===== src/rtl/mem_sched_if.sv =====
// Request/grant/valid bundle between the two SISC requesters, mem_sched and the memory array.
interface mem_sched_if #(
  parameter int AW = 16,
  parameter int DW = 32
);
  logic          if_req;
  logic [AW-1:0] if_addr;
  logic          if_gnt;
  logic          if_valid;
  logic [DW-1:0] if_rdata;

  logic          d_req;
  logic          d_we;
  logic [AW-1:0] d_addr;
  logic [DW-1:0] d_wdata;
  logic          d_gnt;
  logic          d_valid;
  logic [DW-1:0] d_rdata;

  logic [AW-1:0] mem_addr;
  logic [DW-1:0] mem_wdata;
  logic          mem_we;
  logic [DW-1:0] mem_rdata;
  logic          busy;

  modport slave (
    input  if_req, if_addr, d_req, d_we, d_addr, d_wdata, mem_rdata,
    output if_gnt, if_valid, if_rdata, d_gnt, d_valid, d_rdata,
           mem_addr, mem_wdata, mem_we, busy
  );

  modport master (
    output if_req, if_addr, d_req, d_we, d_addr, d_wdata, mem_rdata,
    input  if_gnt, if_valid, if_rdata, d_gnt, d_valid, d_rdata,
           mem_addr, mem_wdata, mem_we, busy
  );
endinterface


===== src/rtl/mem_sched.sv =====
// Single-port memory scheduler: fetch vs load/store, WAIT extra cycles per access, valid one cycle after ACC.
// MEM_SCHED_STARVE_EN enables the fetch starvation guard; otherwise data has strict priority.
module mem_sched #(
  parameter int AW     = 16,
  parameter int DW     = 32,
  parameter int WAIT   = 1,
  parameter int STARVE = 4
) (
  input  logic        clk,
  input  logic        rst_f,
  mem_sched_if.slave  bus
);
  if (WAIT < 0 || WAIT > 7 || STARVE < 1 || STARVE > 15) begin : g_bad_param
    $error("mem_sched: WAIT must be 0..7 and STARVE 1..15");
  end

  localparam logic [2:0] WAIT_C = WAIT[2:0];

  typedef enum logic {IDLE, ACC} state_t;
  state_t state, state_nxt;

  logic          own_d;
  logic          we_q;
  logic [AW-1:0] addr_q;
  logic [DW-1:0] wdata_q;
  logic [2:0]    wcnt;
  logic          if_gnt_q, d_gnt_q, if_valid_q, d_valid_q;
  logic [DW-1:0] if_rdata_q, d_rdata_q;
  logic          grant_i, grant_d, done, starve_hit;

`ifdef MEM_SCHED_STARVE_EN
  localparam logic [3:0] STARVE_C = STARVE[3:0];
  logic [3:0] scnt;

  assign starve_hit = bus.if_req && (scnt == STARVE_C);

  always_ff @(posedge clk or posedge rst_f) begin
    if (rst_f) begin
      scnt <= '0;
    end else if (grant_i) begin
      scnt <= '0;
    end else if (grant_d) begin
      if (!bus.if_req)
        scnt <= '0;
      else if (scnt != STARVE_C)
        scnt <= scnt + 4'd1;
    end
  end
`else
  assign starve_hit = 1'b0;
`endif

  always_ff @(posedge clk or posedge rst_f) begin
    if (rst_f) state <= IDLE;
    else       state <= state_nxt;
  end

  always_comb begin
    state_nxt = state;
    grant_d   = 1'b0;
    grant_i   = 1'b0;
    done      = 1'b0;
    case (state)
      IDLE: begin
        grant_d = bus.d_req && !starve_hit;
        grant_i = bus.if_req && !grant_d;
        if (grant_d || grant_i) state_nxt = ACC;
      end
      ACC: begin
        done = (wcnt == 3'd0);
        if (done) state_nxt = IDLE;
      end
      default: state_nxt = IDLE;
    endcase
  end

  always_ff @(posedge clk or posedge rst_f) begin
    if (rst_f) begin
      own_d      <= 1'b0;
      we_q       <= 1'b0;
      addr_q     <= '0;
      wdata_q    <= '0;
      wcnt       <= '0;
      if_gnt_q   <= 1'b0;
      d_gnt_q    <= 1'b0;
      if_valid_q <= 1'b0;
      d_valid_q  <= 1'b0;
      if_rdata_q <= '0;
      d_rdata_q  <= '0;
    end else begin
      if_gnt_q   <= grant_i;
      d_gnt_q    <= grant_d;
      if_valid_q <= done && !own_d;
      d_valid_q  <= done && own_d;
      if (grant_i || grant_d) begin
        own_d   <= grant_d;
        we_q    <= grant_d && bus.d_we;
        addr_q  <= grant_d ? bus.d_addr : bus.if_addr;
        wdata_q <= bus.d_wdata;
        wcnt    <= WAIT_C;
      end else if (state == ACC && wcnt != 3'd0) begin
        wcnt <= wcnt - 3'd1;
      end
      // Stores complete without touching d_rdata.
      if (done && !own_d)          if_rdata_q <= bus.mem_rdata;
      if (done && own_d && !we_q)  d_rdata_q  <= bus.mem_rdata;
    end
  end

  assign bus.if_gnt    = if_gnt_q;
  assign bus.d_gnt     = d_gnt_q;
  assign bus.if_valid  = if_valid_q;
  assign bus.d_valid   = d_valid_q;
  assign bus.if_rdata  = if_rdata_q;
  assign bus.d_rdata   = d_rdata_q;
  assign bus.mem_addr  = addr_q;
  assign bus.mem_wdata = wdata_q;
  assign bus.mem_we    = done && we_q;
  assign bus.busy      = (state == ACC);
endmodule

===== src/flat_wrapper.sv =====
// flat-port wrapper written by rule: the top's interface ports become plain ports
module mem_sched_flat 
#(
  parameter int AW     = 16,
  parameter int DW     = 32,
  parameter int WAIT   = 1,
  parameter int STARVE = 4
)
  (clk, rst_f, bus_if_req, bus_if_addr, bus_d_req, bus_d_we, bus_d_addr, bus_d_wdata, bus_mem_rdata, bus_if_gnt, bus_if_valid, bus_if_rdata, bus_d_gnt, bus_d_valid, bus_d_rdata, bus_mem_addr, bus_mem_wdata, bus_mem_we, bus_busy);
  mem_sched_if #(.AW(AW), .DW(DW)) bus_i ();
  input  logic clk;
  input  logic rst_f;
  input wire logic [$bits(bus_i.if_req)-1:0] bus_if_req;
  input wire logic [$bits(bus_i.if_addr)-1:0] bus_if_addr;
  input wire logic [$bits(bus_i.d_req)-1:0] bus_d_req;
  input wire logic [$bits(bus_i.d_we)-1:0] bus_d_we;
  input wire logic [$bits(bus_i.d_addr)-1:0] bus_d_addr;
  input wire logic [$bits(bus_i.d_wdata)-1:0] bus_d_wdata;
  input wire logic [$bits(bus_i.mem_rdata)-1:0] bus_mem_rdata;
  output wire logic [$bits(bus_i.if_gnt)-1:0] bus_if_gnt;
  output wire logic [$bits(bus_i.if_valid)-1:0] bus_if_valid;
  output wire logic [$bits(bus_i.if_rdata)-1:0] bus_if_rdata;
  output wire logic [$bits(bus_i.d_gnt)-1:0] bus_d_gnt;
  output wire logic [$bits(bus_i.d_valid)-1:0] bus_d_valid;
  output wire logic [$bits(bus_i.d_rdata)-1:0] bus_d_rdata;
  output wire logic [$bits(bus_i.mem_addr)-1:0] bus_mem_addr;
  output wire logic [$bits(bus_i.mem_wdata)-1:0] bus_mem_wdata;
  output wire logic [$bits(bus_i.mem_we)-1:0] bus_mem_we;
  output wire logic [$bits(bus_i.busy)-1:0] bus_busy;
  assign bus_i.if_req = bus_if_req;
  assign bus_i.if_addr = bus_if_addr;
  assign bus_i.d_req = bus_d_req;
  assign bus_i.d_we = bus_d_we;
  assign bus_i.d_addr = bus_d_addr;
  assign bus_i.d_wdata = bus_d_wdata;
  assign bus_i.mem_rdata = bus_mem_rdata;
  assign bus_if_gnt = bus_i.if_gnt;
  assign bus_if_valid = bus_i.if_valid;
  assign bus_if_rdata = bus_i.if_rdata;
  assign bus_d_gnt = bus_i.d_gnt;
  assign bus_d_valid = bus_i.d_valid;
  assign bus_d_rdata = bus_i.d_rdata;
  assign bus_mem_addr = bus_i.mem_addr;
  assign bus_mem_wdata = bus_i.mem_wdata;
  assign bus_mem_we = bus_i.mem_we;
  assign bus_busy = bus_i.busy;
  mem_sched #(.AW(AW), .DW(DW), .WAIT(WAIT), .STARVE(STARVE)) u_core (.clk(clk), .rst_f(rst_f), .bus(bus_i));
endmodule

===== config.mk =====
export PLATFORM = sky130hd
export DESIGN_NAME = mem_sched_flat
export DESIGN_NICKNAME = d
export VERILOG_FILES = /design/src/rtl/mem_sched_if.sv /design/src/rtl/mem_sched.sv /design/src/flat_wrapper.sv
export SDC_FILE = /design/constraint.sdc
export NUM_CORES = 1
export LEC_CHECK = 0
export CAP_MARGIN = 30
export CORE_MARGIN = 3
export CORE_UTILIZATION = 42
export CTS_BUF_LIST = sky130_fd_sc_hd__clkbuf_16
export DETAILED_ROUTE_END_ITERATION = 10
export PLACE_DENSITY = 0.83
export SLEW_MARGIN = 10
export SYNTH_ARGS = -nofsm -noshare
export SYNTH_HDL_FRONTEND = slang
export SYNTH_SLANG_ARGS = --single-unit
export TNS_END_PERCENT = 50

===== constraint.sdc =====
create_clock -name clk -period 5 [get_ports clk]
set_input_delay 1 -clock clk [delete_from_list [all_inputs] [get_ports clk]]
set_output_delay 1 -clock clk [all_outputs]
set_load 0.01 [all_outputs]

* Word-level counts from Yosys, hierarchy flattened
Index checks and enable logic that the tools add are counted.
** Word-level totals
- Flip-flop bits (word level) :: 122
- Output and inout port bits :: 118
- Input port bits :: 101
- Word-level logic and storage cells :: 38
** Cells by class
- Mux-type cells :: 9
- Bitwise gates (word level) :: 1
- Reductions and logical operators :: 15
- $add $sub $neg :: 1
** Operators with widths (number)
- 16-bit 2-to-1 mux :: 1
- 1-bit logical AND :: 7
- 3-bit 2-to-1 mux :: 2
- 1-bit 2-to-1 mux :: 5
- 1-bit zero test :: 3
- 3-bit zero test :: 1
- 3-bit nonzero test :: 1
- 3-bit by 1-bit subtractor with 3-bit output, second input constant :: 1
- 1-bit logical OR :: 2
- 1-bit case mux with 2 select lines :: 1
- 2-bit nonzero test :: 1
- 1-bit inverter :: 1

* Depth between registers and ports, before layout
Gate-level depths: netlist of run 1.
- Word-level depth :: 5
- Mapped depth :: 7
- Gate-level depth less buffers :: 5

* Least setup slack after synthesis of run 1
No wires, ideal clock.
- Kind :: register to output
- Start :: register u_core.state, in the netlist u_core.bus.busy
- End :: output port bus_mem_we
- Data required time :: 4.000 ns
- Buffers on the path :: 3
- Arrival :: 1.080 ns
- Slack :: 2.920 ns
- Stages on the path, launching flop included :: 5
- Path through :: dfrtp_1 > buf_4 > buf_2 > buf_2 > and3_1
** On the way
- Longest elaborated chain between the ends :: 2
** Ends and longest elaborated chain
- start, declared :: line mem_sched.sv:20 : state_t state, state_nxt;
- start signal, assigned :: line mem_sched.sv:55 : else state <= state_nxt;
- 1-bit 2-to-1 mux :: line mem_sched.sv:63 : case (state)
- 1-bit logical AND :: line mem_sched.sv:118 : assign bus.mem_we = done && we_q;
- end, declared :: line flat_wrapper.sv:28 : output wire logic [$bits(bus_i.mem_we)-1:0] bus_mem_we;
Every way passes these cells.

* Worst setup path in the final report of run 1
- Start :: register u_core.wcnt[0]
- End :: output port bus_mem_we
** On the way
- Longest elaborated chain between the ends :: 3
** Ends and longest elaborated chain
- start, declared :: line mem_sched.sv:26 : logic [2:0] wcnt;
- start signal, assigned :: line mem_sched.sv:102 : wcnt <= wcnt - 3'd1;
- 3-bit zero test :: line mem_sched.sv:70 : done = (wcnt == 3'd0);
- 1-bit 2-to-1 mux :: line mem_sched.sv:63
- 1-bit logical AND :: line mem_sched.sv:118
Every way passes these cells.

==> results of run 1 <==
[flip-flops by register name (all words and copies together) (netlist names)]
| signal | count |
|---|---|
| u_core.bus.if_valid | 1 |
| u_core.bus.mem_addr | 16 |
| u_core.own_d | 1 |
| u_core.bus.d_valid | 1 |
| u_core.bus.mem_wdata | 32 |
| u_core.bus.d_gnt | 1 |
| u_core.bus.if_gnt | 1 |
| u_core.bus.d_rdata | 32 |
| u_core.we_q | 1 |
| u_core.bus.busy | 1 |
| u_core.wcnt | 3 |
| u_core.bus.if_rdata | 32 |
[critical path: cells and delay by family, from the launching register on]
family        cells  cell delay [ps]
flops             1              400
fa+ha+maj         2              500
buf+inv           2              610
simple gates      1              240
[path summary, 6_finish.rpt]
path / start / to / slack, ps / depth (start not counted)
max: u_core.wcnt[0] / bus_mem_we / 1840 / 5
min: u_core.bus.if_rdata[27] / u_core.bus.if_rdata[27] / 500 / 1
max reg2reg: u_core.wcnt[0] / u_core.bus.d_rdata[23] / 2590 / 6
min reg2reg: u_core.bus.if_rdata[27] / u_core.bus.if_rdata[27] / 500 / 1
max in group asynchronous: rst_f / u_core.bus.d_rdata[27] / 2960 / 3
min in group asynchronous: rst_f / u_core.bus.mem_wdata[26] / 1100 / 2
[area by class of cell]
cell class	count	area (µm²)
Fill cell	847	3710
Sequential cell	122	3050
Timing Repair Buffer	226	2270
Multi-Input combinational cell	166	1720
Clock buffer	17	425
Tap cell	143	179
Clock inverter	14	139
Inverter	19	73.8
[power breakdown]
part           internal (µW)  total, µW  switching, µW
logic                   1520       2420            903
clock network            763       1160            401
registers               1490       1780            281
[layer usage]
metal / routed length (µm) / vias up
met5: 0 / -
met4: 162 / 0
met3: 901 / 11
met2: 7020 / 145
met1: 5170 / 1779
li1: - / 1620
[cell families (layout without fill, tap and decap cells)]
group / count (synthesis) / after routing / synth area share [%]
DFF: 122 / 122 / 60.7
AOI/OAI and AO/OA: 25 / 25 / 4.35
adders and majority gates: 2 / 2 / 0.497
muxes: 96 / 96 / 23.5
buffers and inverters: 42 / 276 / 5.15
and+or+nand+nor: 43 / 43 / 5.87
[cell usage after synthesis (all sizes together)]
library cell  count  share of area, %
a21o              2              0.30
a21oi             1             0.099
a221oi           13               2.3
a22o              1              0.17
a31o              1              0.17
and3              2              0.25
buf              21               3.6
clkbuf            2              0.15
dfrtp           122                61
ha                2              0.50
inv              19               1.4
mux2             96                23
nand2b            5              0.62
nand3             1             0.099
nand3b            1              0.22
nand4b            1              0.30
nor2             14               1.0
nor3              1             0.099
nor4b            14               2.4
o211ai            1              0.15
o21ba             1              0.20
o21bai            1              0.15
o221a             3              0.67
o2bb2ai           1              0.17
or4b              4              0.80
[through the flow]
step	hold slack [ps]	instance area (µm²)
after floorplan	479	5030
after global placement	486	7250
after detailed placement	491	7270
after CTS	504	7830
after global routing	515	7860
final	501	7860
==> flow_summary_export.csv, run 1 <==
group,metric,value,unit
timing,timing.final.crit_share,63.1,%
floorplanning,die_y,115,µm
synthesis,ys_seq_area_share,60.7,%
floorplanning,die_area,0.0133,mm²
setup_path,end_kind,"output port",
clock_tree,clkSinkCount,122,
status,outcome,"complete, no violations",
job,maxCapViolCount,0,
timing,period_needed,3160,ps
setup_path,path_common_cell,"ha_1",
clock_tree,cts.clk_slew.worst_paths,50,ps
cells_and_area,layout_common_cells,"218 x clkdlybuf4s50_1, 122 x dfrtp_1, 69 x mux2_2, 27 x mux2_4, 20 x inv_1",
route,drt_drc_violations_left,0,
global_routing,grt_overflow,0,
global_routing,antenna_found_initial,0,
global_routing,use_met2,36.1,%
global_routing,grt_pass1_vias,3888,
clock_tree,numCtsBuffers,17,
global_routing,gr-usage-met3,5.95,%
timing,worst_pin_slew,751,ps
route,drtAntennaViolNets,0,
route,viasPerCell,5.03,
synthesis,synthCells,330,
global_routing,grt_pass1_wl,20.8,mm
clock_tree,post_cts_resized,0,
global_routing,grt_max_degree,63,
global_routing,busiest_layer,"met2",
synthesis,synthesis.nets,433,
route,vias,3555,
route,drt_pass1_iterations,4,
timing,max-slew-margin-rel,49.9,%
placement,pre_cts_slack,1850,ps
placement,place.port_buffers,218,
clock_tree,cts_tree,"yes",
timing,skew,5.09,ps
cells_and_area,n_antenna_cell,0,
power,max-vdd-ir-drop,312,µV
cells_and_area,drive_gt1_share,24.1,%
power,p_total,5360,µW
route,wl,13.3,mm
synthesis,syn_avg_cell_area,15.3,µm²
clock_tree,htreeDepth,4,
clock_tree,clockBufferDepth,2,
route,dr.first_iter.drc_count,187,
synthesis,synth_area,0.00503,mm²
setup_path,crit_required,4000,ps
timing,setup_slack,1840,ps
setup_path,path_max_fanout,10,
cells_and_area,final_nets,655,
clock_tree,clkLatencyLatePin,400,ps
setup_path,cp_cell_sequence,"inv_1 -> ha_1 -> ha_1 -> and3_1 -> clkdlybuf4s50_1",
setup_path,max_stage_delay,540,ps
setup_path,crit_type,"register to output port",
cells_and_area,post-route-util,68.0,%
clock_tree,cts-hold-fix-buffers,0,
timing,fin_tns_setup,0,ps
floorplanning,die_w,115,µm
floorplanning,start_util,43.5,%
cells_and_area,stdcell_count,707,
timing,report.final.slew_viol_count,0,
placement,globalplace.congestion,0.761,
timing,clock.fmax,317,MHz
placement,dp_cells,674,
timing,hold_viol_final,0,
setup_path,slowest_stage,"clkdlybuf4s50_1",
synthesis,ys_ff_latch,122,
timing,grt_setup_unrepaired,"false",
power,power_density,682,mW/mm²
route,wl_per_cell,18.7,µm
global_routing,met1_usage,24.2,%
setup_path,worst_setup_path_start_kind,"register",
timing,setup_viol,0,
clock_tree,cts_setup_buffers,0,
floorplanning,rows,39,
hold_path,hold_class,"register to register",
floorplanning,io_pins,219,
cells_and_area,area_growth,56.1,%
placement,dp_hpwl,9.54,mm
cells_and_area,final_common_cell,"clkdlybuf4s50_1",
clock_tree,cts-root-buf,"clkbuf_16",
synthesis,ys_types,31,
setup_path,arrival,2160,ps
synthesis,yosys_warnings,0,
power,leakagePower,0.00338,µW
floorplanning,coreArea,0.0116,mm²
global_routing,grt_usage,20.7,%
(Power assumes the default switching activity.)
==> run 2, diff against run 1 <==
==> constraint.sdc (replaced) <==
create_clock -name clk -period 3.2 [get_ports clk]
set_input_delay 0.64 -clock clk [delete_from_list [all_inputs] [get_ports clk]]
set_output_delay 0.64 -clock clk [all_outputs]
set_load 0.01 [all_outputs]
==> run 2 against run 1 <==
Net effect: flip-flop and latch count stayed put; setup slack got worse by 1400 ps; largest power group unchanged; via count is 0.93% higher; global-route usage is 0.30 points lower; clock power rose by 51%.
==> flow_summary_export.csv, run 2 (synthesis results as in run 1) <==
group,metric,value,unit
status,outcome,"complete, no violations",
placement,pre_cts_slack,632,ps
clock_tree,numCtsBuffers,17,
cells_and_area,final_common_cell,"clkdlybuf4s50_1",
setup_path,end_kind,"output port",
cells_and_area,n_antenna_cell,0,
floorplanning,start_util,43.5,%
placement,place.port_buffers,218,
power,sw_frac_of_total,30.0,%
global_routing,grt_pass1_wl,20.5,mm
route,drt_pass1_iterations,5,
route,viasPerCell,5.07,
placement,dp_hpwl,9.34,mm
power,clockPowerShare,21.1,%
setup_path,crit_required,2560,ps
timing,hold_viol_final,0,
timing,report.final.slew_viol_count,0,
route,drt_drc_violations_left,0,
timing,skew,7.66,ps
job,maxCapViolCount,0,
timing,period_needed,2780,ps
hold_path,hold_class,"register to register",
power,combPwrFrac,45.2,%
global_routing,grt_pass1_vias,3822,
clock_tree,cts_setup_buffers,0,
floorplanning,coreArea,0.0116,mm²
timing,max-slew-margin-rel,55.9,%
timing,setup_slack,424,ps
power,pwr-share-seq,33.7,%
clock_tree,clkSinkCount,122,
clock_tree,cts-root-buf,"clkbuf_16",
floorplanning,rows,39,
power,leakagePower,0.00337,µW
clock_tree,htreeDepth,4,
clock_tree,clockBufferDepth,2,
floorplanning,die_area,0.0133,mm²
route,drtAntennaViolNets,0,
power,switchingPower,2490,µW
setup_path,worst_setup_path_start_kind,"register",
cells_and_area,drive_gt1_share,24.1,%
floorplanning,die_w,115,µm
route,wl_per_cell,18.8,µm
clock_tree,post_cts_resized,0,
route,wl,13.3,mm
timing,timing.final.crit_share,86.7,%
clock_tree,cts.clk_slew.worst_paths,50,ps
power,intPower,5810,µW
timing,fin_tns_setup,0,ps
power,power_density,1060,mW/mm²
power,max-vdd-ir-drop,495,µV
global_routing,grt_overflow,0,
setup_path,crit_type,"register to output port",
floorplanning,io_pins,219,
route,dr.first_iter.drc_count,155,
route,vias,3588,
setup_path,path_max_fanout,10,
cells_and_area,final_nets,655,
timing,setup_viol,0,
placement,globalplace.congestion,0.788,
clock_tree,cts_tree,"yes",
floorplanning,die_y,115,µm
cells_and_area,layout_common_cells,"218 x clkdlybuf4s50_1, 122 x dfrtp_1, 69 x mux2_2, 27 x mux2_4, 20 x inv_1",
clock_tree,clkLatencyLatePin,410,ps
global_routing,grt_max_degree,123,
timing,grt_setup_unrepaired,"false",
cells_and_area,area_growth,55.7,%
global_routing,antenna_found_initial,0,
timing,clock.fmax,360,MHz
global_routing,grt_usage,20.4,%
setup_path,arrival,2140,ps
timing,worst_pin_slew,662,ps
setup_path,r2r_slack,1190,ps
clock_tree,cts-hold-fix-buffers,0,
-- run 2: cell count changes in the layout (fill, tap and decap cells not counted) --
cell	change
bufinv_16	-1
clkinv_2	+1
clkinv_4	+1
inv_4	-1
-- run 2: worst paths after layout --
path	from	end	depth (start not counted)
worst min register to register	u_core.bus.d_rdata[29]	u_core.bus.d_rdata[29]	1
worst min-delay path	u_core.bus.d_rdata[29]	u_core.bus.d_rdata[29]	1
min in group asynchronous	rst_f	u_core.bus.d_rdata[23]	3
worst max-delay path	u_core.wcnt[0]	bus_mem_we	5
max in group asynchronous	rst_f	u_core.wcnt[2]	3
worst max register to register	u_core.bus.busy	u_core.bus.if_rdata[27]	4
-- run 2: power by group through the flow --
| stage | combinational (µW) | sequential (µW) | clock [µW] |
|---|---|---|---|
| floorplan | 1580 | 3070 | 0 |
| global placement | 3660 | 2750 | 0 |
| detailed placement | 3770 | 2800 | 0 |
| CTS | 3810 | 2800 | 1780 |
| global route | 3990 | 2890 | 1870 |
| finish | 3750 | 2790 | 1750 |
-- run 2: final cells by class --
cell class / instances / area [µm²]
fillers: 847 / 3730
flip-flops and latches: 122 / 3050
repair buffers: 226 / 2270
multi-input cells: 166 / 1720
clock buffers: 17 / 425
well taps: 143 / 179
clock inverters: 14 / 115
inverters: 19 / 75.1
-- run 2: stage by stage --
stage / hold WS, ps / util [%] / total power (µW) / std cells / area, µm²
3_5_place_dp: 492 / 63.0 / 6580 / 675 / 7290
6_report: 500 / 67.8 / 8290 / 707 / 7840
5_1_grt: 514 / 67.8 / 8740 / 707 / 7840
4_1_cts: 503 / 67.7 / 8390 / 706 / 7830
3_3_place_gp: 486 / 63.0 / 6410 / 675 / 7290
2_1_floorplan: 479 / - / 4650 / 330 / 5040
-- run 2: metal layers --
layer  track usage, %  routed length (µm)  share of wire, %
met2             35.6                6920                52
met3             8.04                1040               7.8
met5                0                   0                 0
met1             22.9                5080                38
met4             6.34                 255               1.9
-- run 2: critical path: stages (launching register included) --
cell	delay, ps
dfrtp_1	390
inv_1	70
ha_1	140
ha_1	350
and3_1	210
clkdlybuf4s50_1	560
